File: src/rtl/uart_rx_engine_if.sv
// UART receive engine bus: serial line and frame configuration in,
// received word and per-frame status pulses out.
interface uart_rx_engine_if #(
    parameter int DATA_WIDTH = 8,
    parameter int PRESCALE_W = 6
);
    logic                  S_DATA;
    logic                  parity_enable;
    logic                  parity_type;
    logic                  stop_bits;
    logic [PRESCALE_W-1:0] prescale;
    logic [DATA_WIDTH-1:0] P_DATA;
    logic                  data_valid;
    logic                  par_err;
    logic                  stp_err;
    logic                  break_det;
    logic                  busy;

    modport master (
        output S_DATA, parity_enable, parity_type, stop_bits, prescale,
        input  P_DATA, data_valid, par_err, stp_err, break_det, busy
    );

    modport slave (
        input  S_DATA, parity_enable, parity_type, stop_bits, prescale,
        output P_DATA, data_valid, par_err, stp_err, break_det, busy
    );
endinterface

File: src/rtl/uart_rx_engine.sv
// UART receive engine: oversampled majority-vote receiver with parity,
// one/two stop bits and break detection; status outputs are 1-cycle pulses.
module uart_rx_engine #(
    parameter int DATA_WIDTH = 8,
    parameter int PRESCALE_W = 6
) (
    input logic             CLK,
    input logic             RST,
    uart_rx_engine_if.slave bus
);
    typedef enum logic [2:0] {
        IDLE, START, DATA, PARITY, STOP, DONE, BRK_WAIT
    } state_t;

    state_t                state_q, state_d;
    logic [5:0]            edge_q, edge_d;
    logic [3:0]            bit_q, bit_d;
    logic [5:0]            p_q, p_d;
    logic                  pe_q, pe_d;
    logic                  pt_q, pt_d;
    logic                  sb_q, sb_d;
    logic                  s0_q, s0_d;
    logic                  s1_q, s1_d;
    logic [DATA_WIDTH-1:0] data_q, data_d;
    logic [DATA_WIDTH-1:0] pdata_q, pdata_d;
    logic                  perr_q, perr_d;
    logic                  serr_q, serr_d;
    logic                  zero_q, zero_d;
    logic                  dv_q, dv_d;
    logic                  par_q, par_d;
    logic                  stp_q, stp_d;
    logic                  brk_q, brk_d;

    logic [5:0] half;
    logic       at_s0, at_s1, at_s2, at_end;
    logic       line, maj, go;
    logic       fin_serr, fin_zero;
    logic [5:0] p_sel;

    assign line   = bus.S_DATA;
    assign half   = {1'b0, p_q[5:1]};
    assign at_s0  = (edge_q == half - 6'd1);
    assign at_s1  = (edge_q == half);
    assign at_s2  = (edge_q == half + 6'd1);
    assign at_end = (edge_q == p_q - 6'd1);
    assign maj    = (s0_q & s1_q) | (s0_q & line) | (s1_q & line);

    // Next-state, counters, sampling, deserialising and output pulses
    always_comb begin
        state_d  = state_q;
        edge_d   = edge_q + 6'd1;
        bit_d    = bit_q;
        p_d      = p_q;
        pe_d     = pe_q;
        pt_d     = pt_q;
        sb_d     = sb_q;
        s0_d     = at_s0 ? line : s0_q;
        s1_d     = at_s1 ? line : s1_q;
        data_d   = data_q;
        pdata_d  = pdata_q;
        perr_d   = perr_q;
        serr_d   = serr_q;
        zero_d   = zero_q;
        dv_d     = 1'b0;
        par_d    = 1'b0;
        stp_d    = 1'b0;
        brk_d    = 1'b0;
        go       = 1'b0;
        fin_serr = serr_q | ~maj;
        fin_zero = zero_q & ((bit_q != 4'd0) | ~maj);
        p_sel    = 6'd8;
        if (bus.prescale == PRESCALE_W'(16)) begin
            p_sel = 6'd16;
        end else if (bus.prescale == PRESCALE_W'(32)) begin
            p_sel = 6'd32;
        end

        unique case (state_q)
            IDLE: begin
                edge_d = 6'd0;
                bit_d  = 4'd0;
                go     = ~line;
            end
            START: begin
                if (at_s2 && maj) begin
                    state_d = IDLE;
                    edge_d  = 6'd0;
                end else if (at_end) begin
                    state_d = DATA;
                    edge_d  = 6'd0;
                    bit_d   = 4'd0;
                end
            end
            DATA: begin
                if (at_s2) begin
                    data_d = {maj, data_q[DATA_WIDTH-1:1]};
                    zero_d = zero_q & ~maj;
                end
                if (at_end) begin
                    edge_d = 6'd0;
                    if (bit_q == 4'(DATA_WIDTH - 1)) begin
                        bit_d   = 4'd0;
                        state_d = pe_q ? PARITY : STOP;
                    end else begin
                        bit_d = bit_q + 4'd1;
                    end
                end
            end
            PARITY: begin
                if (at_s2) begin
                    perr_d = (maj != (^data_q ^ pt_q));
                    zero_d = zero_q & ~maj;
                end
                if (at_end) begin
                    state_d = STOP;
                    edge_d  = 6'd0;
                    bit_d   = 4'd0;
                end
            end
            STOP: begin
                if (at_s2) begin
                    serr_d = fin_serr;
                    zero_d = fin_zero;
                end
                if (at_s2 && (bit_q == {3'b000, sb_q})) begin
                    state_d = DONE;
                    if (fin_zero) begin
                        brk_d = 1'b1;
                    end else if (perr_q || fin_serr) begin
                        par_d = perr_q;
                        stp_d = fin_serr;
                    end else begin
                        dv_d    = 1'b1;
                        pdata_d = data_q;
                    end
                end else if (at_end) begin
                    edge_d = 6'd0;
                    bit_d  = bit_q + 4'd1;
                end
            end
            DONE: begin
                edge_d = 6'd0;
                if (zero_q) begin
                    state_d = BRK_WAIT;
                end else begin
                    state_d = IDLE;
                    go      = ~line;
                end
            end
            BRK_WAIT: begin
                edge_d = 6'd0;
                if (line) begin
                    state_d = IDLE;
                end
            end
            default: begin
                state_d = IDLE;
                edge_d  = 6'd0;
            end
        endcase

        if (go) begin
            state_d = START;
            edge_d  = 6'd1;
            bit_d   = 4'd0;
            p_d     = p_sel;
            pe_d    = bus.parity_enable;
            pt_d    = bus.parity_type;
            sb_d    = bus.stop_bits;
            perr_d  = 1'b0;
            serr_d  = 1'b0;
            zero_d  = 1'b1;
        end
    end

    // State, counter, configuration and output registers
    always_ff @(posedge CLK or negedge RST) begin
        if (!RST) begin
            state_q <= IDLE;
            edge_q  <= '0;
            bit_q   <= '0;
            p_q     <= 6'd8;
            pe_q    <= 1'b0;
            pt_q    <= 1'b0;
            sb_q    <= 1'b0;
            s0_q    <= 1'b0;
            s1_q    <= 1'b0;
            data_q  <= '0;
            pdata_q <= '0;
            perr_q  <= 1'b0;
            serr_q  <= 1'b0;
            zero_q  <= 1'b0;
            dv_q    <= 1'b0;
            par_q   <= 1'b0;
            stp_q   <= 1'b0;
            brk_q   <= 1'b0;
        end else begin
            state_q <= state_d;
            edge_q  <= edge_d;
            bit_q   <= bit_d;
            p_q     <= p_d;
            pe_q    <= pe_d;
            pt_q    <= pt_d;
            sb_q    <= sb_d;
            s0_q    <= s0_d;
            s1_q    <= s1_d;
            data_q  <= data_d;
            pdata_q <= pdata_d;
            perr_q  <= perr_d;
            serr_q  <= serr_d;
            zero_q  <= zero_d;
            dv_q    <= dv_d;
            par_q   <= par_d;
            stp_q   <= stp_d;
            brk_q   <= brk_d;
        end
    end

    assign bus.P_DATA     = pdata_q;
    assign bus.data_valid = dv_q;
    assign bus.par_err    = par_q;
    assign bus.stp_err    = stp_q;
    assign bus.break_det  = brk_q;
    assign bus.busy       = (state_q != IDLE);
endmodule

File: src/flat_wrapper.sv
// flat-port wrapper written by rule: the top's interface ports become plain ports
module uart_rx_engine_flat 
#(
    parameter int DATA_WIDTH = 8,
    parameter int PRESCALE_W = 6
)
  (CLK, RST, bus_S_DATA, bus_parity_enable, bus_parity_type, bus_stop_bits, bus_prescale, bus_P_DATA, bus_data_valid, bus_par_err, bus_stp_err, bus_break_det, bus_busy);
  uart_rx_engine_if #(.DATA_WIDTH(DATA_WIDTH), .PRESCALE_W(PRESCALE_W)) bus_i ();
  input logic CLK;
  input logic RST;
  input wire logic [$bits(bus_i.S_DATA)-1:0] bus_S_DATA;
  input wire logic [$bits(bus_i.parity_enable)-1:0] bus_parity_enable;
  input wire logic [$bits(bus_i.parity_type)-1:0] bus_parity_type;
  input wire logic [$bits(bus_i.stop_bits)-1:0] bus_stop_bits;
  input wire logic [$bits(bus_i.prescale)-1:0] bus_prescale;
  output wire logic [$bits(bus_i.P_DATA)-1:0] bus_P_DATA;
  output wire logic [$bits(bus_i.data_valid)-1:0] bus_data_valid;
  output wire logic [$bits(bus_i.par_err)-1:0] bus_par_err;
  output wire logic [$bits(bus_i.stp_err)-1:0] bus_stp_err;
  output wire logic [$bits(bus_i.break_det)-1:0] bus_break_det;
  output wire logic [$bits(bus_i.busy)-1:0] bus_busy;
  assign bus_i.S_DATA = bus_S_DATA;
  assign bus_i.parity_enable = bus_parity_enable;
  assign bus_i.parity_type = bus_parity_type;
  assign bus_i.stop_bits = bus_stop_bits;
  assign bus_i.prescale = bus_prescale;
  assign bus_P_DATA = bus_i.P_DATA;
  assign bus_data_valid = bus_i.data_valid;
  assign bus_par_err = bus_i.par_err;
  assign bus_stp_err = bus_i.stp_err;
  assign bus_break_det = bus_i.break_det;
  assign bus_busy = bus_i.busy;
  uart_rx_engine #(.DATA_WIDTH(DATA_WIDTH), .PRESCALE_W(PRESCALE_W)) u_core (.CLK(CLK), .RST(RST), .bus(bus_i));
endmodule
File: config.mk
export PLATFORM = sky130hd
export DESIGN_NAME = uart_rx_engine_flat
export DESIGN_NICKNAME = d
export VERILOG_FILES = /design/src/rtl/uart_rx_engine_if.sv /design/src/rtl/uart_rx_engine.sv /design/src/flat_wrapper.sv
export SDC_FILE = /design/constraint.sdc
export NUM_CORES = 1
export LEC_CHECK = 0
export CAP_MARGIN = 40
export CORE_MARGIN = 1.5
export CORE_UTILIZATION = 55
export CTS_CLUSTER_DIAMETER = 100
export CTS_CLUSTER_SIZE = 14
export DETAILED_ROUTE_END_ITERATION = 6
export PLACE_DENSITY = 0.81
export SLEW_MARGIN = 10
export SYNTH_ARGS = -nofsm -noshare
export SYNTH_HDL_FRONTEND = slang
export SYNTH_SLANG_ARGS = --single-unit
File: constraint.sdc
create_clock -name CLK -period 5.7 [get_ports CLK]
set_input_delay 0.855 -clock CLK [delete_from_list [all_inputs] [get_ports CLK]]
set_output_delay 0.855 -clock CLK [all_outputs]
set_load 0.05 [all_outputs]
==> results of run 1 <==
layout make-up:
type | instances | area, µm²
clock buffer | 7 | 96.3
sequential | 44 | 1100
tap | 52 | 65.1
timing repair buffer | 25 | 255
fill | 356 | 1510
inverter | 12 | 45.0
clock inverter | 1 | 30.0
multi-input combinational | 171 | 1280
through the flow:
| step | std cells | power (W) |
|---|---|---|
| 2_1_floorplan | 238 | 0.000331 |
| 3_3_place_gp | 303 | 0.000345 |
| 3_5_place_dp | 304 | 0.000347 |
| 4_1_cts | 312 | 0.000606 |
| 5_1_grt | 312 | 0.000620 |
| 6_report | 312 | 0.000600 |
worst paths after layout:
path,cells after the start,endpoint,startpoint,slack [ns]
max reg2reg,7,u_core.bit_q[1],u_core.p_q[3],3.22
min,1,u_core.state_q[0],RST,0.45
min reg2reg,1,u_core.serr_q,u_core.serr_q,0.49
max in group asynchronous,2,u_core.bus.P_DATA[1],RST,4.78
max,2,bus_busy,u_core.state_q[2],2.83
min in group CLK,1,u_core.serr_q,u_core.serr_q,0.49
cells in the mapped netlist, types with 2 or more instances:
| cell | n |
|---|---|
| clkbuf_1 | 4 |
| nor2b_1 | 5 |
| nor2_1 | 18 |
| buf_6 | 2 |
| or3_1 | 3 |
| a21o_1 | 2 |
| o21ai_1 | 4 |
| mux2_2 | 21 |
| a311oi_1 | 2 |
| nor3_1 | 5 |
| xor2_1 | 5 |
| o31a_1 | 2 |
| a21oi_1 | 9 |
| nand2b_1 | 3 |
| nand3_1 | 9 |
| dfrtp_1 | 43 |
| ha_1 | 6 |
| o31ai_1 | 3 |
| clkbuf_8 | 3 |
| xnor2_1 | 18 |
| nand4_1 | 2 |
| or4_1 | 2 |
| o21ai_0 | 6 |
| nand2_1 | 13 |
| a211oi_1 | 2 |
| or2_2 | 2 |
| inv_1 | 12 |
state kept, by name, summed over array words and instances (netlist names), 3 cells and up:
name               flops
u_core.bus.P_DATA      8
u_core.state_q         3
u_core.p_q             3
u_core.data_q          8
u_core.bit_q           4
u_core.edge_q          6
worst reg2reg max path: stages, from the launching register on:
cell      delay, ns
dfstp_2        0.59
inv_1          0.06
ha_1           0.33
xnor2_1        0.15
or4_4          0.59
a311oi_2       0.37
or2_2          0.21
o21ai_1        0.07
kinds of logic after synthesis:
logic type / count (synthesis) / share of synthesized area [%]
adder cells (fa/ha/maj): 7 / 3.37
buffers and inverters: 23 / 5.41
AND/OR/NAND/NOR: 73 / 15.6
XOR/XNOR: 24 / 8.93
multiplexers: 22 / 9.78
flip-flops: 44 / 43.7
AO/OA/AOI/OAI: 45 / 13.2
power by group:
part / switching, W / internal [W]
registers: 0.00000134 / 0.000314
logic: 0.0000129 / 0.0000124
clock network: 0.000105 / 0.000155
total: 0.000119 / 0.000481
metal layers:
metal	share of wire, %	GRT usage, %	wire length (µm)	vias up
met4	1.4	7.13	65	0
met2	48	33.7	2270	41
li1	-	-	-	876
met3	5.2	4.70	248	8
met5	0	0	0	-
met1	46	28.3	2180	826
==> out/results.ini, run 1 <==
[run_status]
status = completed

[routing]
viasPerCell = 5.61
drc = 0
wire_per_inst_um = 15.3
wirelength_mm = 4.77
via_count = 1751
drtAntennaViolNets = 0
drtIter0Drc = 195
drt-pass1-iter-count = 4

[final_layout]
stdcell_area_um2 = 2880
mostFrequentLayoutCells = dfrtp_1 (43), clkdlybuf4s50_1 (23), mux2_2 (21), xnor2_1 (18), nor2_1 (18)
final_core_util_pct = 65.6
post_route_cells_drive_above_1_share_pct = 17.3
synthToLayoutAreaGrowth_pct = 14.1
nNetsFinal = 277
n_antenna_cell = 0
final_common_cell = dfrtp_1

[synthesis]
ys_types = 59
seq_area_frac_synth_pct = 43.7
avgSynthCellArea_um2 = 10.6
synthArstFlopShare_pct = 100
ys_ff_latch = 44
syn_area_um2 = 2520
yosys-top-cells-area = dfrtp_1 (43%), mux2_2 (9.4%), xnor2_1 (6.3%)
synthCells = 238
ys_warn_count = 0
yosys.area.top_type = dfrtp_1
synthFlopType = dfrtp_1
synth-edff-count = 0
synth.top_cell.area_share_pct = 42.7
syn-num-nets = 256

[grt]
grt_start_max_net_pins = 32
grt_pass1_wl_mm = 8.34
overflow = 0
grt_pass1_vias = 1797
grt.total_usage_pct = 21.0
antenna_found_initial = 0

[die]
die_w_um = 70.7
die_h_um = 70.7
io_pins = 25
dieArea_um2 = 5000
initial_core_util_pct = 57.5
core_um2 = 4380
rows = 24

[clock_tree]
cts_tree = built
hold_buffers = 0
cts_resized = 0
clock_sinks = 44
clockBufferDepth = 2
cts_buffers = 5
path_clk_slew_ns = 0.08
htreeDepth = 2
cts_setup_buffers = 0
clk_latency_ns = 0.29
cts_root_buffer = clkbuf_8

[job]
maxCapViolCount = 0

[sta]
hold_viol_final = 0
tightestPinTransition_ns = 0.781
fin_crit_sh_pct = 50.4
final.setup.tns_ns = 0
rsz0062_at_grt = false
maxSlewViolCount = 0
min_period_ns = 2.87
holdWs_ns = 0.449
finalSetupViolations = 0
fmaxAchievable_ghz = 0.348
worst_slack_ns = 2.83
slew_headroom_pct = 47.9
finClkSkew_ns = 0.00729

[setup_path]
crit_path_max_incr_delay_ns = 0.70
cpMaxStageDelayCell = clkdlybuf4s50_1
worstSetupStartpointType = flop
end_kind = primary output
critical_path.cell_chain = or3_1 > clkdlybuf4s50_1
worst-setup-path-type = reg2out
worst-path-buf-inv = 1
worst-endpoint-arrival_ns = 2.02
critPathRequiredTime_ns = 4.85
crit_fanout = 18
crit_family = buffers and inverters

[placement]
place_area_um2 = 2750
post-dp-hpwl_mm = 3.38
place_ws_ns = 2.62
gp_congestion = 0.865
port-buffer-count = 24

[pwr]
power.leakage_nw = 1.28
peakVddDrop_uv = 175
power.density_nw_per_um2 = 209

[worst_hold_path]
hold_path_class = in2async

(Power assumes the default switching activity.)
==> inputs of run 2 (changes only) <==
- CORE_UTILIZATION: 55 -> 51
- PLACE_DENSITY: 0.81 -> 0.79
- clock period: 5.7 -> 2.52 ns (I/O delays scaled with it)
==> run 2 against run 1 <==
Net effect: clock skew shrank 0.0040 ns; combinational power is 130% higher; final cell count is 7.1% higher; sequential power is 130% higher; die area grew 7.5%; register-to-register slack got worse by 3.1 ns; critical path depth up 5; flip-flop and latch count did not move; highest routed layer unchanged; largest cell class unchanged; non-clock buffer count rose by 7; sequential share of layout area decreased by 0.90 points; power up 120%.
==> out/results.ini, run 2 (same netlist as run 1, synthesis figures left out) <==
[final_layout]
final_common_cell = dfrtp_1
fillers = 416  ; +17%
n_antenna_cell = 0  ; unchanged
final_core_util_pct = 61.9  ; -3.7 points
mostFrequentLayoutCells = dfrtp_1 (43), clkdlybuf4s50_1 (23), mux2_2 (21), xnor2_1 (18), nor2_1 (18)
nNetsFinal = 284  ; +2.5%
synthToLayoutAreaGrowth_pct = 16.8
stdcell_area_um2 = 2950  ; +2.4%
post_route_cells_drive_above_1_share_pct = 19.9  ; +2.5 points

[sta]
finClkSkew_ns = 0.00329  ; -0.00399 ns
min_period_ns = 2.39
finalSetupViolations = 0  ; unchanged
rsz0062_at_grt = false
final.setup.tns_ns = 0  ; unchanged
hold_viol_final = 0  ; unchanged
fmaxAchievable_ghz = 0.418
holdWs_ns = 0.0189  ; -0.430 ns
fin_crit_sh_pct = 95.0
maxSlewViolCount = 0  ; unchanged
tightestPinTransition_ns = 0.597  ; -0.184 ns
slew_headroom_pct = 60.2  ; +12 points

[setup_path]
critical_path.cell_chain = inv_1 > ha_1 > xnor2_1 > or4_4 > a221oi_4 > or2_4 > o21ai_1
worst-endpoint-arrival_ns = 2.59  ; +0.57 ns
crit_family = simple AND/OR/NAND/NOR gates
worst-setup-path-type = reg2reg
worst-path-buf-inv = 1  ; unchanged
cp-startpoint = u_core.p_q[3]
cpMaxStageDelayCell = dfstp_2
worstSetupStartpointType = flop
crit_path_max_incr_delay_ns = 0.59  ; -0.11 ns
critPathRequiredTime_ns = 2.71  ; -2.14 ns
crit_fanout = 5  ; -13
end_kind = flop
r2r_start = u_core.p_q[3]

[grt]
antenna_found_initial = 0  ; unchanged
overflow = 0  ; unchanged
grt.total_usage_pct = 20.5  ; -0.44 points
grt_pass1_vias = 1807  ; +0.56%
grt_start_max_net_pins = 24  ; -25%
grt_pass1_wl_mm = 8.51  ; +2.1%

[die]
die_h_um = 73.3  ; +3.7%
dieArea_um2 = 5370  ; +7.5%
rows = 25  ; +4.2%
io_pins = 25  ; unchanged
initial_core_util_pct = 53.0  ; -4.5 points
core_um2 = 4750  ; +8.4%
die_w_um = 73.3  ; +3.7%

[pwr]
total_power_w = 0.00134  ; +120%
peakVddDrop_uv = 336  ; +92%
power.density_nw_per_um2 = 456  ; +120%
power.leakage_nw = 1.31  ; +2.1%

[routing]
via_count = 1842  ; +5.2%
viasPerCell = 5.51  ; -1.7%
drtAntennaViolNets = 0  ; unchanged
drt-pass1-iter-count = 5  ; +1
drc = 0  ; unchanged
drtIter0Drc = 78  ; -60%
wirelength_mm = 4.98  ; +4.3%
wire_per_inst_um = 14.9  ; -2.5%

[placement]
post-dp-hpwl_mm = 3.59  ; +6.5%
port-buffer-count = 24  ; unchanged
place_area_um2 = 2810  ; +2.1%
gp_congestion = 0.906  ; +4.8%

[job]
maxCapViolCount = 0  ; unchanged

[worst_hold_path]
hold_path_class = in2async

[run_status]
status = completed

[clock_tree]
clock_sinks = 44  ; unchanged
cts_setup_buffers = 0  ; unchanged
cts_root_buffer = clkbuf_8
path_clk_slew_ns = 0.09  ; about the same
clockBufferDepth = 2  ; unchanged
cts_buffers = 5  ; unchanged
htreeDepth = 2  ; unchanged
cts_tree = built
clk_latency_ns = 0.30  ; about the same

-- run 2: cell count changes in the layout (fill, tap and decap cells not counted), sizes merged --
cell | previous run | this run
buf | 2 | 9
clkbuf | 7 | 5
clkinvlp | 0 | 1
inv | 12 | 13
-- run 2: final timing paths --
check / end / slack, ns / cells after the start
setup / recovery: u_core.bit_q[0] / 0.13 / 7
hold / removal: u_core.bit_q[3] / 0.02 / 1
setup reg to reg: u_core.bit_q[0] / 0.13 / 7
hold reg to reg: u_core.serr_q / 0.50 / 1
max in group asynchronous: u_core.p_q[3] / 1.77 / 2
min in group CLK: u_core.serr_q / 0.50 / 1
-- run 2: layout make-up --
class,count,area (µm²),area share [%]
Multi-Input combinational cell,171,1300,44.3
Sequential cell,44,1100,37.4
Timing Repair Buffer,32,295,10.0
Tap cell,67,83.8,2.85
Clock buffer,5,68.8,2.34
Clock inverter,3,46.3,1.57
Inverter,12,45.0,1.53
-- run 2: per-stage QoR --
step	std cells	worst slack, ns
3_5_place_dp	326	0.122
2_1_floorplan	238	0.236
4_1_cts	334	0.101
6_report	334	0.127
5_1_grt	334	0.00270
3_3_place_gp	326	0.179
-- run 2: where the power goes --
| group | internal [W] | switching, W | total [W] |
|---|---|---|---|
| combinational | 0.0000285 | 0.0000307 | 0.0000592 |
| sequential | 0.000710 | 0.00000355 | 0.000713 |
| clock | 0.000299 | 0.000271 | 0.000570 |
-- run 2: what timing repair did --
action / 4_1_cts / 5_1_grt
resized for setup: 0 / 3
hold buffers: 0 / 0
endpoints found under the setup margin: 0 / 5
-- run 2: per-layer routing --
layer  vias up  part of all wire, %  GRT usage [%]
met2        39                   47           31.8
met5         -                    0              0
met4         0                  1.8           7.20
met1       898                   47           28.6
li1        895                    -              -
met3        10                  5.0           4.53
